File: src/rtl/abz_decoder.sv
// Quadrature A/B/Z receiver: synchronise and glitch-filter the encoder lines, decode x4 steps
// into a signed position, latch position on Z index and measure the step-to-step period.
module abz_decoder #(
    parameter int FILT_LEN = 4,
    parameter int POS_W    = 32,
    parameter int PER_W    = 16
) (
    input  logic             clk_in,
    input  logic             sys_rst,
    input  logic             a_in,
    input  logic             b_in,
    input  logic             z_in,
    input  logic             dec_en,
    input  logic             pos_clr,
    input  logic             z_clr_en,
    output logic [POS_W-1:0] position,
    output logic             dir,
    output logic             step,
    output logic [POS_W-1:0] z_latch,
    output logic             z_valid,
    output logic [PER_W-1:0] period,
    output logic             err
);

    localparam logic [3:0]       FILT_TC = 4'(FILT_LEN - 1);
    localparam logic [POS_W-1:0] POS_ONE = POS_W'(1);
    localparam logic [PER_W-1:0] PER_ONE = PER_W'(1);
    localparam logic [PER_W-1:0] PER_MAX = {PER_W{1'b1}};

    // bit 0 = A, bit 1 = B, bit 2 = Z
    logic [2:0]       r_sync1;
    logic [2:0]       r_sync2;
    logic [2:0]       r_filt;
    logic [3:0]       r_fcnt [3];
    logic [1:0]       r_prev;
    logic             r_z_prev;
    logic [POS_W-1:0] r_position;
    logic [POS_W-1:0] r_z_latch;
    logic [PER_W-1:0] r_period;
    logic [PER_W-1:0] r_cnt;
    logic             r_dir;
    logic             r_step;
    logic             r_z_valid;
    logic             r_err;

    logic [2:0] w_raw;
    logic [1:0] w_cur;
    logic       w_fwd;
    logic       w_rev;
    logic       w_ill;
    logic       w_zrise;

    assign w_raw   = {z_in, b_in, a_in};
    assign w_cur   = {r_filt[0], r_filt[1]};
    assign w_zrise = r_filt[2] & ~r_z_prev;

    // A level only propagates after holding steady against the filtered value for FILT_LEN cycles
    always_ff @(posedge clk_in) begin
        if (sys_rst) begin
            r_sync1 <= '0;
            r_sync2 <= '0;
            r_filt  <= '0;
            for (int i = 0; i < 3; i++) r_fcnt[i] <= '0;
        end else begin
            r_sync1 <= w_raw;
            r_sync2 <= r_sync1;
            for (int i = 0; i < 3; i++) begin
                if (r_sync2[i] == r_filt[i]) begin
                    r_fcnt[i] <= '0;
                end else if (r_fcnt[i] == FILT_TC) begin
                    r_filt[i] <= r_sync2[i];
                    r_fcnt[i] <= '0;
                end else begin
                    r_fcnt[i] <= r_fcnt[i] + 4'd1;
                end
            end
        end
    end

    // {prev, cur} as {a,b,a,b}; forward order is 00 -> 10 -> 11 -> 01
    always_comb begin
        w_fwd = 1'b0;
        w_rev = 1'b0;
        w_ill = 1'b0;
        case ({r_prev, w_cur})
            4'b0010, 4'b1011, 4'b1101, 4'b0100: w_fwd = 1'b1;
            4'b0001, 4'b0111, 4'b1110, 4'b1000: w_rev = 1'b1;
            4'b0011, 4'b1100, 4'b1001, 4'b0110: w_ill = 1'b1;
            default: ;
        endcase
    end

    always_ff @(posedge clk_in) begin
        if (sys_rst) begin
            r_prev     <= '0;
            r_z_prev   <= 1'b0;
            r_position <= '0;
            r_z_latch  <= '0;
            r_step     <= 1'b0;
            r_z_valid  <= 1'b0;
            r_err      <= 1'b0;
            r_dir      <= 1'b0;
            r_cnt      <= '0;
            r_period   <= PER_MAX;
        end else begin
            // prev tracks even while disabled so re-enabling cannot create a step
            r_prev    <= w_cur;
            r_z_prev  <= r_filt[2];
            r_step    <= 1'b0;
            r_z_valid <= 1'b0;
            if (dec_en) begin
                if (w_fwd || w_rev) begin
                    r_step     <= 1'b1;
                    r_dir      <= w_fwd;
                    r_position <= w_fwd ? r_position + POS_ONE : r_position - POS_ONE;
                    r_period   <= (r_cnt == PER_MAX) ? PER_MAX : r_cnt + PER_ONE;
                    r_cnt      <= '0;
                end else if (r_cnt == PER_MAX) begin
                    r_period <= PER_MAX;
                end else begin
                    r_cnt <= r_cnt + PER_ONE;
                end
                if (w_ill) r_err <= 1'b1;
                if (w_zrise) begin
                    r_z_latch <= r_position;
                    r_z_valid <= 1'b1;
                    if (z_clr_en) r_position <= '0;
                end
            end
            if (pos_clr) begin
                r_position <= '0;
                r_err      <= 1'b0;
                r_cnt      <= '0;
                r_period   <= PER_MAX;
            end
        end
    end

    assign position = r_position;
    assign dir      = r_dir;
    assign step     = r_step;
    assign z_latch  = r_z_latch;
    assign z_valid  = r_z_valid;
    assign period   = r_period;
    assign err      = r_err;

endmodule

File: config.mk
export PLATFORM = sky130hd
export DESIGN_NAME = abz_decoder
export DESIGN_NICKNAME = d
export VERILOG_FILES = /design/src/rtl/abz_decoder.sv
export SDC_FILE = /design/constraint.sdc
export NUM_CORES = 1
export LEC_CHECK = 0
export ABC_AREA = 0
export CORE_MARGIN = 2
export CORE_UTILIZATION = 40
export CTS_CLUSTER_DIAMETER = 40
export DETAILED_ROUTE_END_ITERATION = 7
export DONT_BUFFER_PORTS = 1
export PLACE_DENSITY = 0.6
export SYNTH_ARGS = -nofsm -noshare
export SYNTH_HDL_FRONTEND = slang
export SYNTH_SLANG_ARGS = --single-unit
File: constraint.sdc
create_clock -name clk_in -period 4.7 [get_ports clk_in]
set_input_delay 0.94 -clock clk_in [delete_from_list [all_inputs] [get_ports clk_in]]
set_output_delay 0.94 -clock clk_in [all_outputs]
set_load 0.02 [all_outputs]
=== After elaboration in Yosys (flattened, before gate mapping) ===
Memory sizes are Yosys's and may differ from the RTL's.
Index checks and enable logic that the tools add are counted.

* Register bits: 112
* RAM bits: 12
* Output and inout bits: 84
* Logic and storage cells: 130
* Memories kept: 1

* $add $sub $neg: 6
* Equal/unequal tests: 20
* Muxes and demuxes: 58
* Bitwise logic cells: 15
* Reductions and logical operators: 15

{| class="wikitable"
|+ Memory list
! memory !! depth !! bits a word !! rd ports !! clocked after Yosys merged registers in !! wr ports !! RTL line !! text
|-
| r_fcnt || 3 || 4 || 3 || 0 || 3 || 34 || <nowiki>logic [3:0] r_fcnt [3];</nowiki>
|}

{| class="wikitable"
|+ Operator list
! kind !! count
|-
| two-way mux 32 bit || 4
|-
| two-way mux 16 bit || 5
|-
| two-way mux 1 bit || 40
|-
| two-way mux 4 bit || 9
|-
| adder 32 x 1 -> 32 bit, second input constant || 1
|-
| subtractor 32 x 1 -> 32 bit, second input constant || 1
|-
| equality test 4 bit, second input constant || 6
|-
| equality test 4 x 2 -> 1 bit, second input constant || 5
|-
| adder 16 x 1 -> 16 bit, second input constant || 1
|-
| equality test 16 bit, second input constant || 1
|-
| AND reduction 2 bit || 8
|-
| adder 4 x 1 -> 4 bit, second input constant || 3
|-
| equality test 4 x 3 -> 1 bit, second input constant || 3
|-
| OR reduction 4 bit || 3
|-
| bitwise OR 1 bit || 9
|-
| NOT 1 bit || 5
|-
| equality test 4 x 1 -> 1 bit, second input constant || 1
|-
| OR reduction 2 bit || 2
|-
| equality test 1 bit || 3
|-
| inequality test 2 bit, second input constant || 1
|-
| nonzero test 2 bit || 1
|-
| bitwise AND 1 bit || 1
|-
| logical OR 1 bit || 1
|}

=== Longest topological paths before layout ===
Gate-level depths: netlist (run 1).

* Word-level depth: 7
* Mapped depth: 12
* Gate-level depth less buffers: 11

=== Worst setup path before layout (run 1) ===
Ideal clock, no wire load.

* Kind: register to register
* Start point: register r_filt[1]
* End point: register r_position[24] (netlist: position[24])
* Arrival time: 3.301 ns
* Data required time: 4.609 ns
* Path slack: 1.308 ns
* Stages on the path, launching flop included: 12
* Buffers on the path: 0
* Period minus slack after synthesis: 3.392 ns
* Cell sequence: dfxtp_1 xnor2_1 nand2_1 fa_1 a211oi_1 o21bai_1 a211oi_2 o21ai_4 a31oi_4 o21ai_1 xnor2_1 a311oi_1

* Longest elaborated chain between the ends: 7

{| class="wikitable"
|+ Ends and longest elaborated chain
! what !! RTL line !! text
|-
| from (decl) || 33 || <nowiki>logic [2:0] r_filt;</nowiki>
|-
| from (signal, indexed assignment) || 71 || <nowiki>r_filt[i] <= r_sync2[i];</nowiki>
|-
| equality test 4 x 2 -> 1 bit, or another cell as far along || 85 || <nowiki>case ({r_prev, w_cur})</nowiki>
|-
| OR reduction 4 bit || 85 ||
|-
| two-way mux 1 bit || 85 ||
|-
| two-way mux 32 bit or logical OR 1 bit (tied branches) || 115, 112 ||
|-
| two-way mux 32 bit (*) || 112 || <nowiki>if (w_fwd || w_rev) begin</nowiki>
|-
| two-way mux 32 bit || 127 || <nowiki>if (z_clr_en) r_position <= '0;</nowiki>
|-
| two-way mux 32 bit (*) || 124 || <nowiki>if (w_zrise) begin</nowiki>
|-
| to (signal assigned) || 115 || <nowiki>r_position <= w_fwd ? r_position + POS_ONE : r_position - POS_ONE;</nowiki>
|-
| to (decl) || 37 || <nowiki>logic [POS_W-1:0] r_position;</nowiki>
|}

Every way passes the cells marked *; elsewhere a longest branch is shown, timed or not.
A chain may end at the register's enable or synchronous reset.

=== Worst setup path after layout (run 1) ===
* Start point: register r_filt[1]
* End point: register r_position[23] (netlist: position[23])

Same word-level chain as after synthesis.

==> reports/metrics.csv, run 1 <==
metric;value;unit
critical_path.most_common_cell;nand2_1;
ys_seq_area_share;40.1;%
async_flop_share;0;%
hold_viol;0;
synth_edf_count;12;
grt_max_degree;53;
grt_pass1_vias;5257;
die_y;131;um
powerDensity;342;nW/um2
finalCriticalPeriod;3590;ps
ys.flop_type;dfxtp_1;
die_w;131;um
syn-instance-count;765;
relSlewSlack;43.6;%
antenna_found_initial;0;
outcome;finished, final reports clean;
hold_depth;1;
avgSynthCellArea;8.48;um2
leakagePower;2.99;nW
start_util;40.9;%
yosys.cell_types.count;59;
die_area;17300;um2
core.rowCount;46;
min-delay-path-class;reg2reg;
grt_pass1_wl;26300;um
cts_max_level;4;
rrSetupSlack;1110;ps
final-max-slew-violation-count;0;
antennaDiodeCount;0;
startpoint_type;register;
dp_hpwl;11200;um
max_stage_delay;460;ps
cp_cell_sequence;xnor2_1 -> nand2_1 -> buf_4 -> ha_1 -> and3_1 -> a311oi_1 -> o22a_1 -> nand2_1 -> or3_1 -> a32oi_1 -> nor2_1;
gp_congestion;0.965;
grt_overflow;0;
ys_warn_count;0;
io_pins;92;
drtIter0Drc;275;
skew;8.64;ps
cap_violations;0;
finalPower;2.49;mW
cts_setup_buffers;0;
worst_slew_pin_slew;844;ps
crit_arrival;3870;ps
ant_nets;0;
hp-start;r_sync1[0];
synthToLayoutAreaGrowth;12.3;%
r2r_cells;11;
vias;5403;
drt-total-wl;15800;um
synth_area;6490;um2
crit_buf_inv;1;
clock_sinks;124;
ir_drop;0.235;mV
end_kind;register;
via_per_inst;5.44;
finalCritPeriodShare;76.3;%
core-area;15900;um2
postCtsResizedCells;0;
numCtsBuffers;17;
r2r_end;position[23];
setup_viol;0;
multi_input_area;3740;um2
clkTransAtPathRegs;60;ps
drive_gt1_share;6.43;%
wire_per_inst;15.9;um
required;4980;ps
cp_top_family;simple AND/OR/NAND/NOR gates;
cts_root_buf;clkbuf_16;
clk_latency;430;ps
cpMaxStageDelayCell;dfxtp_1;
grtUsageTotal;18.8;%
cts_tree;built;
cts_hold_buf;0;
rsz0062_at_grt;false;
cp_max_fo;21;
r2r_start;r_filt[1];
register_area;2600;um2
worstHoldEndpoint;r_sync2[0];
fmax;279;MHz
portBuffers;0;
worstSetupPathType;reg2reg;
nFillCells;1582;
ys_ff_latch;124;
final_nets;808;
final.setup.tns;0;ps
drc_errors;0;
clockBufferDepth;2;
first_pass_iters;5;
==> synthesized netlist by cell type (16+ instances only) <==
library cell | instances | area, um2
a21o_1 | 21 | 158
a21oi_1 | 82 | 410
and3_1 | 16 | 100
clkbuf_1 | 28 | 105
dfxtp_1 | 112 | 2240
ha_1 | 34 | 425
nand2_1 | 116 | 435
nand3_1 | 17 | 85.1
nor2_1 | 66 | 248
o211ai_1 | 18 | 135
o21ai_0 | 24 | 120
xnor2_1 | 33 | 289
xor2_1 | 17 | 149
==> through the flow <==
| step | utilization (%) | hold slack (ps) | setup slack (ps) | instance area, um2 | instances |
|---|---|---|---|---|---|
| 3_3_place_gp | 42.2 | 446 | 1300 | 6700 | 962 |
| 5_1_grt | 45.9 | 463 | 758 | 7290 | 994 |
| 3_5_place_dp | 42.2 | 435 | 1100 | 6700 | 962 |
| 4_1_cts | 45.9 | 456 | 1100 | 7290 | 994 |
| 2_1_floorplan | - | 414 | 1310 | 6530 | 776 |
| 6_report | 45.9 | 454 | 1110 | 7290 | 994 |
==> how the worst max path moves through the flow <==
stage,from,end,slack [ps],cells past startpoint
floorplan,r_filt[1],position[24],1310,11
global placement,r_filt[1],position[23],1300,11
detailed placement,r_filt[1],position[23],1100,11
CTS,r_filt[1],position[23],1100,11
global route,r_filt[1],position[31],760,11
finish,r_filt[1],position[23],1110,11
==> cell families (layout without fill, tap and decap cells) <==
group / after synthesis / count (layout) / synth area share, %
compound gates: 211 / 211 / 20.5
xor+xnor: 52 / 52 / 7.42
fa+ha+maj: 35 / 35 / 6.86
buf+inv: 49 / 51 / 2.95
flops: 124 / 124 / 40.1
mux: 9 / 9 / 1.39
other cells: 1 / 12 / 0.0578
simple gates: 284 / 284 / 20.7
==> sequential cells by signal, indices dropped and copies added (netlist names) <==
register  flops
z_latch      32
r_z_prev      1
step          1
period       16
z_valid       1
r_filt        3
r_fcnt       12
r_cnt        16
position     32
err           1
dir           1
r_sync1       3
r_sync2       3
r_prev        2
==> cell usage in the layout, fill, tap and decap left out, types with 4 or more instances in the layout <==
cell type / Yosys / layout
ha_1: 34 / 34
o21ai_1: 11 / 11
xor2_1: 17 / 17
nand3_1: 17 / 17
nor3_1: 6 / 6
nand4_1: 6 / 6
a22oi_1: 13 / 13
a21o_1: 21 / 21
and2_1: 5 / 5
nor2b_1: 11 / 11
o21bai_1: 8 / 8
a31oi_1: 5 / 5
or3_1: 9 / 9
inv_1: 14 / 14
buf_4: 0 / 5
edfxtp_1: 12 / 12
conb_1: 1 / 12
xnor2_1: 33 / 33
nor3b_1: 11 / 11
and3_1: 16 / 16
o211ai_1: 18 / 18
o21a_1: 4 / 4
clkbuf_16: 0 / 18
o21ai_0: 24 / 24
a21oi_1: 82 / 82
nand3b_1: 5 / 5
mux2i_1: 9 / 9
nand2_1: 116 / 116
a211oi_1: 4 / 4
dfxtp_1: 112 / 112
nor2_1: 66 / 66
==> layer usage <==
layer	track usage [%]	up-vias	routed length [um]	share of wire, %
met3	7.02	25	1080	6.9
met1	23.8	2536	7190	46
met2	29.3	133	7170	46
met5	0	-	0	0
met4	7.19	0	309	2.0
li1	-	2709	-	-
==> where the power goes <==
group / switching, mW / internal [mW] / total (mW) / leakage (nW)
Combinational: 0.0665 / 0.0436 / 0.110 / 1.67
Clock: 0.505 / 0.791 / 1.30 / 0.286
Sequential: 0.0105 / 1.08 / 1.09 / 1.03
==> final cells by class <==
cell class,instances,share of cell area (%)
clock buffers,21,6.61
clock inverters,11,1.46
inverters,14,0.721
multi-input cells,603,51.3
flip-flops and latches,124,35.7
well taps,216,3.71
repair buffers,5,0.515
(Power assumes the default switching activity.)
==> inputs of run 2 (changes only) <==
--- a/config.mk
+++ b/config.mk
@@ -11,7 +11,7 @@
 export CTS_CLUSTER_DIAMETER = 40
 export DETAILED_ROUTE_END_ITERATION = 7
 export DONT_BUFFER_PORTS = 1
-export PLACE_DENSITY = 0.6
+export PLACE_DENSITY = 0.62
 export SYNTH_ARGS = -nofsm -noshare
 export SYNTH_HDL_FRONTEND = slang
 export SYNTH_SLANG_ARGS = --single-unit
==> constraint.sdc (replaced) <==
create_clock -name clk_in -period 3 [get_ports clk_in]
set_input_delay 0.6 -clock clk_in [delete_from_list [all_inputs] [get_ports clk_in]]
set_output_delay 0.6 -clock clk_in [all_outputs]
set_load 0.02 [all_outputs]
==> run 2 against run 1 <==
  * Critical path type unchanged
  * Non-clock buffer count up 54
  * Critical endpoint is now position[30]
  * Largest power group unchanged
  * Highest routed layer unchanged
  * Sequential share of layout area is 2.6 points lower
  * Global-route usage grew 0.059 points
==> reports/metrics.csv, run 2 (synthesized netlist as in run 1, its figures left out) <==
metric;value;unit;change
via_per_inst;5.29;;was 5.44
setup_viol;0;;unchanged
drt-total-wl;16400;um;was 15,800 um
outcome;finished, final reports clean;;unchanged
cp_cell_sequence;xor2_4 -> nand2_4 -> ha_2 -> and3_1 -> and3_1 -> a211oi_2 -> o21ai_4 -> a31oi_4 -> buf_4 -> o311a_4 -> a211o_1 -> o211ai_1;;was xnor2_1 -> nand2_1 -> buf_4 -> ha_1 -> and3_1 -> a311oi_1 -> o22a_1 -> nand2_1 -> or3_1 -> a32oi_1 -> nor2_1
powerDensity;489;nW/um2;was 342 nW/um2
cap_violations;0;;unchanged
cts_tree;built;;unchanged
final_common_cell;nand2_1;;unchanged
rrSetupSlack;80;ps;was 1110 ps
ir_drop;0.428;mV;was 0.235 mV
cp_num_cells;12;;was 11
portBuffers;0;;unchanged
leakagePower;3.27;nW;was 2.99 nW
critical_path.most_common_cell;and3_1;;was nand2_1
crit_end;position[30];;was position[23]
drc_errors;0;;unchanged
drtIter0Drc;276;;was 275
relSlewSlack;54.0;%;was 43.6%
synthToLayoutAreaGrowth;21.5;%;was 12.3%
vias;5547;;was 5,403
hold_depth;1;;unchanged
fmax;342;MHz;was 279 MHz
cp_max_fo;6;;was 21
cts_root_buf;clkbuf_16;;unchanged
clkTransAtPathRegs;60;ps;about the same
grt_pass1_vias;5223;;was 5,257
max_stage_delay;410;ps;was 460 ps
layout_common_cells;nand2_1 (115), dfxtp_1 (108), a21oi_1 (80);;was nand2_1 (116), dfxtp_1 (112), a21oi_1 (82)
cp_top_family;compound AO/OA/AOI/OAI gates;;was simple AND/OR/NAND/NOR gates
clock_sinks;124;;unchanged
numCtsBuffers;17;;unchanged
startpoint;r_prev[0];;was r_filt[1]
grt_max_degree;53;;unchanged
cpMaxStageDelayCell;ha_2;;was dfxtp_1
grtUsageTotal;18.9;%;was 18.8%
worst_slew_pin_slew;690;ps;was 844 ps
die_y;131;um;unchanged
end_kind;register;;unchanged
core-area;15900;um2;unchanged
skew;11.9;ps;was 8.64 ps
antenna_found_initial;0;;unchanged
io_pins;92;;unchanged
final-max-slew-violation-count;0;;unchanged
dp_hpwl;11200;um;about the same
finalCriticalPeriod;2920;ps;was 3590 ps
wire_per_inst;15.6;um;was 15.9 um
core.rowCount;46;;unchanged
grt_overflow;0;;unchanged
clk_latency;430;ps;about the same
gp_congestion;0.841;;was 0.965
r2r_cells;12;;was 11
final.setup.tns;0;ps;unchanged
die_w;131;um;unchanged
hold_viol;0;;unchanged
ant_nets;0;;unchanged
crit_buf_inv;1;;unchanged
grt_pass1_wl;26200;um;was 26,300 um
min-delay-path-class;in2reg;;was reg2reg
r2r_start;r_prev[0];;was r_filt[1]
worstSetupPathType;reg2reg;;unchanged
die_area;17300;um2;unchanged
startpoint_type;register;;unchanged
drive_gt1_share;15.5;%;was 6.43%
final_nets;863;;was 808
antennaDiodeCount;0;;unchanged
clockBufferDepth;2;;unchanged
start_util;40.9;%;unchanged
rsz0062_at_grt;true;;was false
cts_max_level;4;;unchanged
first_pass_iters;4;;was 5
fin_util;49.6;%;was 45.9%
r2r_end;position[30];;was position[23]
crit_arrival;3270;ps;was 3870 ps
required;3350;ps;was 4980 ps
finalCritPeriodShare;97.5;%;was 76.3%
## run 2: area by class of cell
| class | count | area [um2] |
|---|---|---|
| Clock buffer | 19 | 454 |
| Sequential cell | 124 | 2610 |
| Timing Repair Buffer | 59 | 459 |
| Clock inverter | 13 | 106 |
| Inverter | 14 | 52.6 |
| Multi-Input combinational cell | 604 | 3930 |
| Fill cell | 1505 | 8000 |
| Tap cell | 216 | 270 |
## run 2: per-layer routing
| layer | share of wire [%] | GRT usage [%] | vias to the layer above |
|---|---|---|---|
| met4 | 1.5 | 7.25 | 0 |
| met5 | 0 | 0 | - |
| met1 | 47 | 23.9 | 2576 |
| met2 | 46 | 30.2 | 137 |
| met3 | 5.7 | 5.98 | 18 |
| li1 | - | - | 2816 |
## run 2: what timing repair did
action / CTS / global route
setup endpoints to repair: 1 / 15
hold buffers: 0 / 0
gates cloned: 0 / 1
pin swaps: 0 / 10
buffers inserted: 0 / 10
resized for setup: 1 / 28
## run 2: how the worst min path moves through the flow
stage | slack (ps) | end | from
after floorplan | 410 | r_sync2[0] | r_sync1[0]
after global placement | 450 | r_sync2[2] | r_sync1[2]
after detailed placement | 430 | r_sync2[2] | r_sync1[2]
after CTS | 220 | z_latch[1] | sys_rst
after global routing | 210 | dir | sys_rst
final | 240 | z_latch[1] | sys_rst
## run 2: report_power, final
part | internal [mW] | switching [mW]
Combinational | 0.0912 | 0.116
Clock | 1.12 | 0.828
Sequential | 1.69 | 0.0142
## run 2: through the flow
stage	instances	instance area, um2	power, mW	worst slack, ps	hold WS [ps]
6_report	1049	7880	3.86	76.3	238
3_5_place_dp	1006	7040	1.93	2.77	428
2_1_floorplan	776	6540	1.89	54.6	414
3_3_place_gp	1006	7040	1.92	78.3	449
5_1_grt	1049	7880	3.99	-21.8	213
4_1_cts	1038	7610	3.88	20.9	220
